===== config.mk =====
export PLATFORM = sky130hd
export DESIGN_NAME = lsu_riscv_flat
export DESIGN_NICKNAME = d
export VERILOG_FILES = /design/src/rtl/lsu_riscv_if.sv /design/src/rtl/lsu_riscv.sv /design/src/flat_wrapper.sv
export SDC_FILE = /design/constraint.sdc
export NUM_CORES = 1
export LEC_CHECK = 0
export ABC_AREA = 1
export CAP_MARGIN = 20
export CORE_MARGIN = 2
export CORE_UTILIZATION = 39
export DETAILED_ROUTE_END_ITERATION = 10
export PLACE_DENSITY = 0.86
export SETUP_SLACK_MARGIN = 0.5
export SYNTH_ARGS = -nofsm -noshare
export SYNTH_HDL_FRONTEND = slang
export SYNTH_SLANG_ARGS = --single-unit

===== constraint.sdc =====
create_clock -name clk_i -period 1.5 [get_ports clk_i]
set_clock_uncertainty 0.15 [all_clocks]
set_input_delay 0.225 -clock clk_i [delete_from_list [all_inputs] [get_ports clk_i]]
set_output_delay 0.225 -clock clk_i [all_outputs]
set_load 0.02 [all_outputs]

===== src/rtl/lsu_riscv_if.sv =====
// Memory-side bus between the load/store unit and a variable-latency data memory.
// The LSU drives request, write enable, byte enables, word address and store data;
// the memory returns a read word and a completion strobe.
interface lsu_riscv_if;
  logic        mem_req_o;
  logic        mem_we_o;
  logic [3:0]  mem_be_o;
  logic [31:0] mem_addr_o;
  logic [31:0] mem_wd_o;
  logic [31:0] mem_rd_i;
  logic        mem_ready_i;

  modport master (
    output mem_req_o, mem_we_o, mem_be_o, mem_addr_o, mem_wd_o,
    input  mem_rd_i, mem_ready_i
  );

  modport slave (
    input  mem_req_o, mem_we_o, mem_be_o, mem_addr_o, mem_wd_o,
    output mem_rd_i, mem_ready_i
  );
endinterface


===== src/rtl/lsu_riscv.sv =====
// Multi-cycle RISC-V load/store unit: byte-lane steering, alignment and size checks,
// sign/zero extension of load data, and core stall until the memory handshake ends.
// Optional feature macro: LSU_TIMEOUT_EN -- when defined, a BUSY cycle counter aborts
// an access that has not completed after TIMEOUT_CYCLES cycles.
module lsu_riscv #(
  parameter int unsigned TIMEOUT_CYCLES = 255
) (
  input  logic        clk_i,
  input  logic        rst_i,
  input  logic        core_req_i,
  input  logic        core_we_i,
  input  logic [2:0]  core_size_i,
  input  logic [31:0] core_addr_i,
  input  logic [31:0] core_wd_i,
  output logic [31:0] core_rd_o,
  output logic        core_stall_o,
  output logic        lsu_exc_o,
  lsu_riscv_if.master mem
);

  typedef enum logic [1:0] {IDLE, BUSY, DONE} state_e;

  state_e      state_q, state_d;
  logic        accept, reject, complete, timeout, timeout_hit;
  logic        size_ok, misaligned;
  logic [3:0]  be_n;
  logic [31:0] wd_n;
  logic [31:0] load_ext;

  logic        we_q;
  logic [2:0]  size_q;
  logic [1:0]  off_q;
  logic [29:0] addr_q;
  logic [3:0]  be_q;
  logic [31:0] wd_q;
  logic [31:0] rd_q;
  logic        exc_q;

  // A zero limit would make the abort compare wrap, so refuse it at elaboration
  if (TIMEOUT_CYCLES == 0) begin : g_bad_timeout
    $error("lsu_riscv: TIMEOUT_CYCLES must be at least 1");
  end

  // Decode request legality and build the lane-steered byte enables and store data
  always_comb begin
    size_ok    = (core_size_i == 3'd0) || (core_size_i == 3'd1) || (core_size_i == 3'd2) ||
                 (core_size_i == 3'd4) || (core_size_i == 3'd5);
    misaligned = (((core_size_i == 3'd1) || (core_size_i == 3'd5)) && core_addr_i[0]) ||
                 ((core_size_i == 3'd2) && (core_addr_i[1:0] != 2'b00));
    be_n = 4'b1111;
    wd_n = core_wd_i;
    case (core_size_i)
      3'd0, 3'd4: begin
        be_n = 4'b0001 << core_addr_i[1:0];
        wd_n = {4{core_wd_i[7:0]}};
      end
      3'd1, 3'd5: begin
        be_n = core_addr_i[1] ? 4'b1100 : 4'b0011;
        wd_n = {2{core_wd_i[15:0]}};
      end
      default: begin
        be_n = 4'b1111;
        wd_n = core_wd_i;
      end
    endcase
  end

  // Pick the addressed byte/half from the memory word and extend it per the captured size
  always_comb begin
    logic [7:0]  lb;
    logic [15:0] lh;
    lb = mem.mem_rd_i[7:0];
    case (off_q)
      2'd0: lb = mem.mem_rd_i[7:0];
      2'd1: lb = mem.mem_rd_i[15:8];
      2'd2: lb = mem.mem_rd_i[23:16];
      default: lb = mem.mem_rd_i[31:24];
    endcase
    lh = off_q[1] ? mem.mem_rd_i[31:16] : mem.mem_rd_i[15:0];
    case (size_q)
      3'd0:    load_ext = {{24{lb[7]}}, lb};
      3'd1:    load_ext = {{16{lh[15]}}, lh};
      3'd4:    load_ext = {24'd0, lb};
      3'd5:    load_ext = {16'd0, lh};
      default: load_ext = mem.mem_rd_i;
    endcase
  end

  // Next-state logic; a completion in the same cycle as the limit beats the abort
  always_comb begin
    state_d  = state_q;
    accept   = 1'b0;
    reject   = 1'b0;
    complete = 1'b0;
    timeout  = 1'b0;
    case (state_q)
      IDLE: begin
        if (core_req_i) begin
          if (size_ok && !misaligned) begin
            accept  = 1'b1;
            state_d = BUSY;
          end else begin
            reject  = 1'b1;
            state_d = DONE;
          end
        end
      end
      BUSY: begin
        if (mem.mem_ready_i) begin
          complete = 1'b1;
          state_d  = DONE;
        end else if (timeout_hit) begin
          timeout = 1'b1;
          state_d = DONE;
        end
      end
      default: state_d = IDLE;
    endcase
  end

  // State register, captured request fields and the DONE-cycle result/exception
  always_ff @(posedge clk_i) begin
    if (rst_i) begin
      state_q <= IDLE;
      we_q    <= 1'b0;
      size_q  <= 3'd0;
      off_q   <= 2'd0;
      addr_q  <= 30'd0;
      be_q    <= 4'd0;
      wd_q    <= 32'd0;
      rd_q    <= 32'd0;
      exc_q   <= 1'b0;
    end else begin
      state_q <= state_d;
      exc_q   <= reject | timeout;
      if (accept) begin
        we_q   <= core_we_i;
        size_q <= core_size_i;
        off_q  <= core_addr_i[1:0];
        addr_q <= core_addr_i[31:2];
        be_q   <= be_n;
        wd_q   <= wd_n;
      end
      if (reject || timeout) begin
        rd_q <= 32'd0;
      end else if (complete && !we_q) begin
        rd_q <= load_ext;
      end
    end
  end

`ifdef LSU_TIMEOUT_EN
  localparam int CNT_W = (TIMEOUT_CYCLES > 255) ? $clog2(TIMEOUT_CYCLES + 1) : 8;

  logic [CNT_W-1:0] cnt_q;

  // Count BUSY cycles without completion; restart on every accepted request
  always_ff @(posedge clk_i) begin
    if (rst_i || accept) begin
      cnt_q <= '0;
    end else if ((state_q == BUSY) && !mem.mem_ready_i) begin
      cnt_q <= cnt_q + 1'b1;
    end
  end

  assign timeout_hit = (state_q == BUSY) && (cnt_q == CNT_W'(TIMEOUT_CYCLES - 1));
`else
  assign timeout_hit = 1'b0;
`endif

  assign mem.mem_req_o  = (state_q == BUSY);
  assign mem.mem_we_o   = we_q;
  assign mem.mem_be_o   = be_q;
  assign mem.mem_addr_o = {addr_q, 2'b00};
  assign mem.mem_wd_o   = wd_q;

  assign core_rd_o    = rd_q;
  assign lsu_exc_o    = exc_q;
  assign core_stall_o = ((state_q == IDLE) && core_req_i) || (state_q == BUSY);

endmodule


===== src/flat_wrapper.sv =====
// flat-port wrapper written by rule: the top's interface ports become plain ports
module lsu_riscv_flat 
#(
  parameter int unsigned TIMEOUT_CYCLES = 255
)
  (clk_i, rst_i, core_req_i, core_we_i, core_size_i, core_addr_i, core_wd_i, core_rd_o, core_stall_o, lsu_exc_o, mem_mem_req_o, mem_mem_we_o, mem_mem_be_o, mem_mem_addr_o, mem_mem_wd_o, mem_mem_rd_i, mem_mem_ready_i);
  lsu_riscv_if mem_i ();
  input  logic clk_i;
  input  logic rst_i;
  input  logic core_req_i;
  input  logic core_we_i;
  input  logic [2:0] core_size_i;
  input  logic [31:0] core_addr_i;
  input  logic [31:0] core_wd_i;
  output logic [31:0] core_rd_o;
  output logic core_stall_o;
  output logic lsu_exc_o;
  output wire logic [$bits(mem_i.mem_req_o)-1:0] mem_mem_req_o;
  output wire logic [$bits(mem_i.mem_we_o)-1:0] mem_mem_we_o;
  output wire logic [$bits(mem_i.mem_be_o)-1:0] mem_mem_be_o;
  output wire logic [$bits(mem_i.mem_addr_o)-1:0] mem_mem_addr_o;
  output wire logic [$bits(mem_i.mem_wd_o)-1:0] mem_mem_wd_o;
  input wire logic [$bits(mem_i.mem_rd_i)-1:0] mem_mem_rd_i;
  input wire logic [$bits(mem_i.mem_ready_i)-1:0] mem_mem_ready_i;
  assign mem_mem_req_o = mem_i.mem_req_o;
  assign mem_mem_we_o = mem_i.mem_we_o;
  assign mem_mem_be_o = mem_i.mem_be_o;
  assign mem_mem_addr_o = mem_i.mem_addr_o;
  assign mem_mem_wd_o = mem_i.mem_wd_o;
  assign mem_i.mem_rd_i = mem_mem_rd_i;
  assign mem_i.mem_ready_i = mem_mem_ready_i;
  lsu_riscv #(.TIMEOUT_CYCLES(TIMEOUT_CYCLES)) u_core (.clk_i(clk_i), .rst_i(rst_i), .core_req_i(core_req_i), .core_we_i(core_we_i), .core_size_i(core_size_i), .core_addr_i(core_addr_i), .core_wd_i(core_wd_i), .core_rd_o(core_rd_o), .core_stall_o(core_stall_o), .lsu_exc_o(lsu_exc_o), .mem(mem_i));
endmodule

==> out/metrics.csv <==
metric,value,unit
grt_max_degree,36,
p_clk_frac,0.328,
grt_pass1_wl,26400,µm
die_w,116,µm
syn_area,4870,µm²
netlist.area_leader.share,0.440,
num_vias,6235,
fin_nets,1108,
initial_utilization,0.402,
antenna_found_initial,1,
multi_input_area,2640,µm²
avgSynthCellArea,6.72,µm²
hold_path.class,in -> reg,
port_buffers,205,
seq_power_share,0.410,
cts_sinks,107,
syn2layout_area_growth,87.0,%
grt_pass1_vias,5431,
dp_hpwl,11600,µm
cts_max_level,3,
ant_nets,0,
fin_tns_setup,-0.168,ns
clk_latency,0.36,ns
wl,20900,µm
vdd_drop_max,0.610,mV
dieArea,13400,µm²
hold_buffers,0,
ys_top_cells_by_area,"dfxtp_1 (44%), nand2_1 (18%), a21oi_1 (11%), o21ai_0 (6.7%), inv_1 (4.9%)",
rsz0062_at_grt,yes,
clockRootBuffer,clkbuf_16,
ys_seq_elements,107,
leakagePower,0.00405,µW
synthCells,725,
comb_power_share,0.262,
core,12100,µm²
setup_ws,-0.0472,ns
endpoint_kind,register,
final_hold_viol_count,0,
die_h,116,µm
yosysWarnings,0,
intPower,5260,µW
worst_r2r_path_depth,6,
fin_hold_ws,0.129,ns
critPathLaunchType,primary input,
firstDrtPassIters,6,
setup_viol,7,
period_share,1.03,
clk_pin_slew_worst_paths,0.08,ns
netlist.top_cell.by_area,dfxtp_1,
power_density,828,nW/µm²
cap_violations,0,
drtIter0Drc,595,
viasPerCell,5.30,
synth_seq_area_share,0.440,
cts_max_path_buffers,2,
regArea,2290,µm²
crit_type,in -> reg,
gp_congestion,0.901,
holdPathStages,4,
final_cell_mix,"nand2_1 (213), buf_6 (122), dfxtp_2 (98)",
rows,40,
final_common_cell,nand2_1,
crit_required,1.63,ns
drive_gt1_frac,0.441,
ys_types,24,
wire_per_inst,17.8,µm
cts_made_buffers,9,
sw_frac_of_total,0.302,
arrival,1.68,ns
outcome,"complete, but fails checks",
worstPathMaxFanout,7,
fin_crit,1.55,ns
n_fill_cell,780,
pin_count,208,
slew_viol_final,0,
max_freq,646,MHz
cts_tree,built,
grt_usage,0.250,
grt_overflow,0,
drcViolationCount,0,
p_sw,2280,µW
violations,setup timing,
[power groups by stage]
stage / clock [µW] / sequential [µW] / combinational [µW]
after floorplan: 0 / 3220 / 619
after global placement: 0 / 3100 / 1460
after detailed placement: 0 / 3100 / 1480
after CTS: 2460 / 3080 / 1600
after global routing: 2610 / 3100 / 2090
final: 2470 / 3090 / 1970
[timing repair]
| action | 4_1_cts | 5_1_grt |
|---|---|---|
| buffers inserted | 15 | 32 |
| endpoints found under the setup margin | 209 | 209 |
| pin swaps | 6 | 28 |
| cloned | 2 | 11 |
| gates resized for setup | 741 | 158 |
[synthesized netlist by cell type, drive strengths merged]
library cell / number
a21oi: 104
buf: 32
clkbuf: 14
clkinv: 1
conb: 1
dfxtp: 107
inv: 68
nand2: 239
nand3: 19
nor2: 51
nor3: 2
o211ai: 7
o21a: 1
o21ai: 77
o221ai: 1
or2: 1
[worst max-delay path, cell delays in order]
cell and delay, ns:
clkdlybuf4s50_1 0.54, nand3_4 0.11, inv_4 0.08, nand3_4 0.11
clkinv_8 0.12, buf_12 0.11, buf_6 0.13, nand2_1 0.07
a21oi_1 0.17
[final cells by class]
cell class / instances / share of cell area
clock inverter: 6 / 0.00824
inverter: 69 / 0.0331
timing repair buffer: 313 / 0.369
antenna: 1 / 0.000275
clock buffer: 9 / 0.0247
tap: 168 / 0.0231
sequential: 107 / 0.252
multi-input combinational: 504 / 0.290
[worst paths after layout]
| kind | startpoint | slack, ns | to |
|---|---|---|---|
| max | core_req_i | -0.05 | u_core.addr_q[21] |
| min | rst_i | 0.13 | u_core.state_q[1] |
| max reg2reg | u_core.off_q[1] | -0.04 | u_core.core_rd_o[21] |
| min reg2reg | u_core.addr_q[19] | 0.32 | u_core.addr_q[19] |
[logic make-up after synthesis]
kind of cell	after synthesis	share of synthesized area
simple gates	312	0.254
compound gates	190	0.200
buf+inv	115	0.106
flops	107	0.440
other cells	1	0.000770
[metrics by stage]
step	setup slack (ns)	power, µW	std cells	instance area, µm²	util
global placement	-0.535	4560	1101	7360	0.608
global route	-0.104	7800	1177	9110	0.752
floorplan	0.141	3840	726	5010	-
finish	-0.0472	7540	1177	9110	0.752
CTS	0.0198	7140	1133	8160	0.674
detailed placement	-0.605	4580	1101	7360	0.608
[state kept, by name, summed over array words and instances, names as in the netlist]
| register | flops |
|---|---|
| u_core.mem.mem_wd_o | 32 |
| u_core.addr_q | 30 |
| u_core.mem.mem_we_o | 1 |
| u_core.size_q | 3 |
| u_core.core_rd_o | 32 |
| u_core.lsu_exc_o | 1 |
| u_core.mem.mem_be_o | 4 |
| u_core.off_q | 2 |
| u_core.state_q | 2 |
[routing by layer]
layer	vias to the layer above	global-route usage	part of all wire
met5	-	0	0
met2	400	0.424	0.50
met4	0	0.0944	0.036
met3	64	0.0669	0.097
li1	2876	-	-
met1	2895	0.305	0.37
Note: power is estimated with default switching activity, not from simulation.
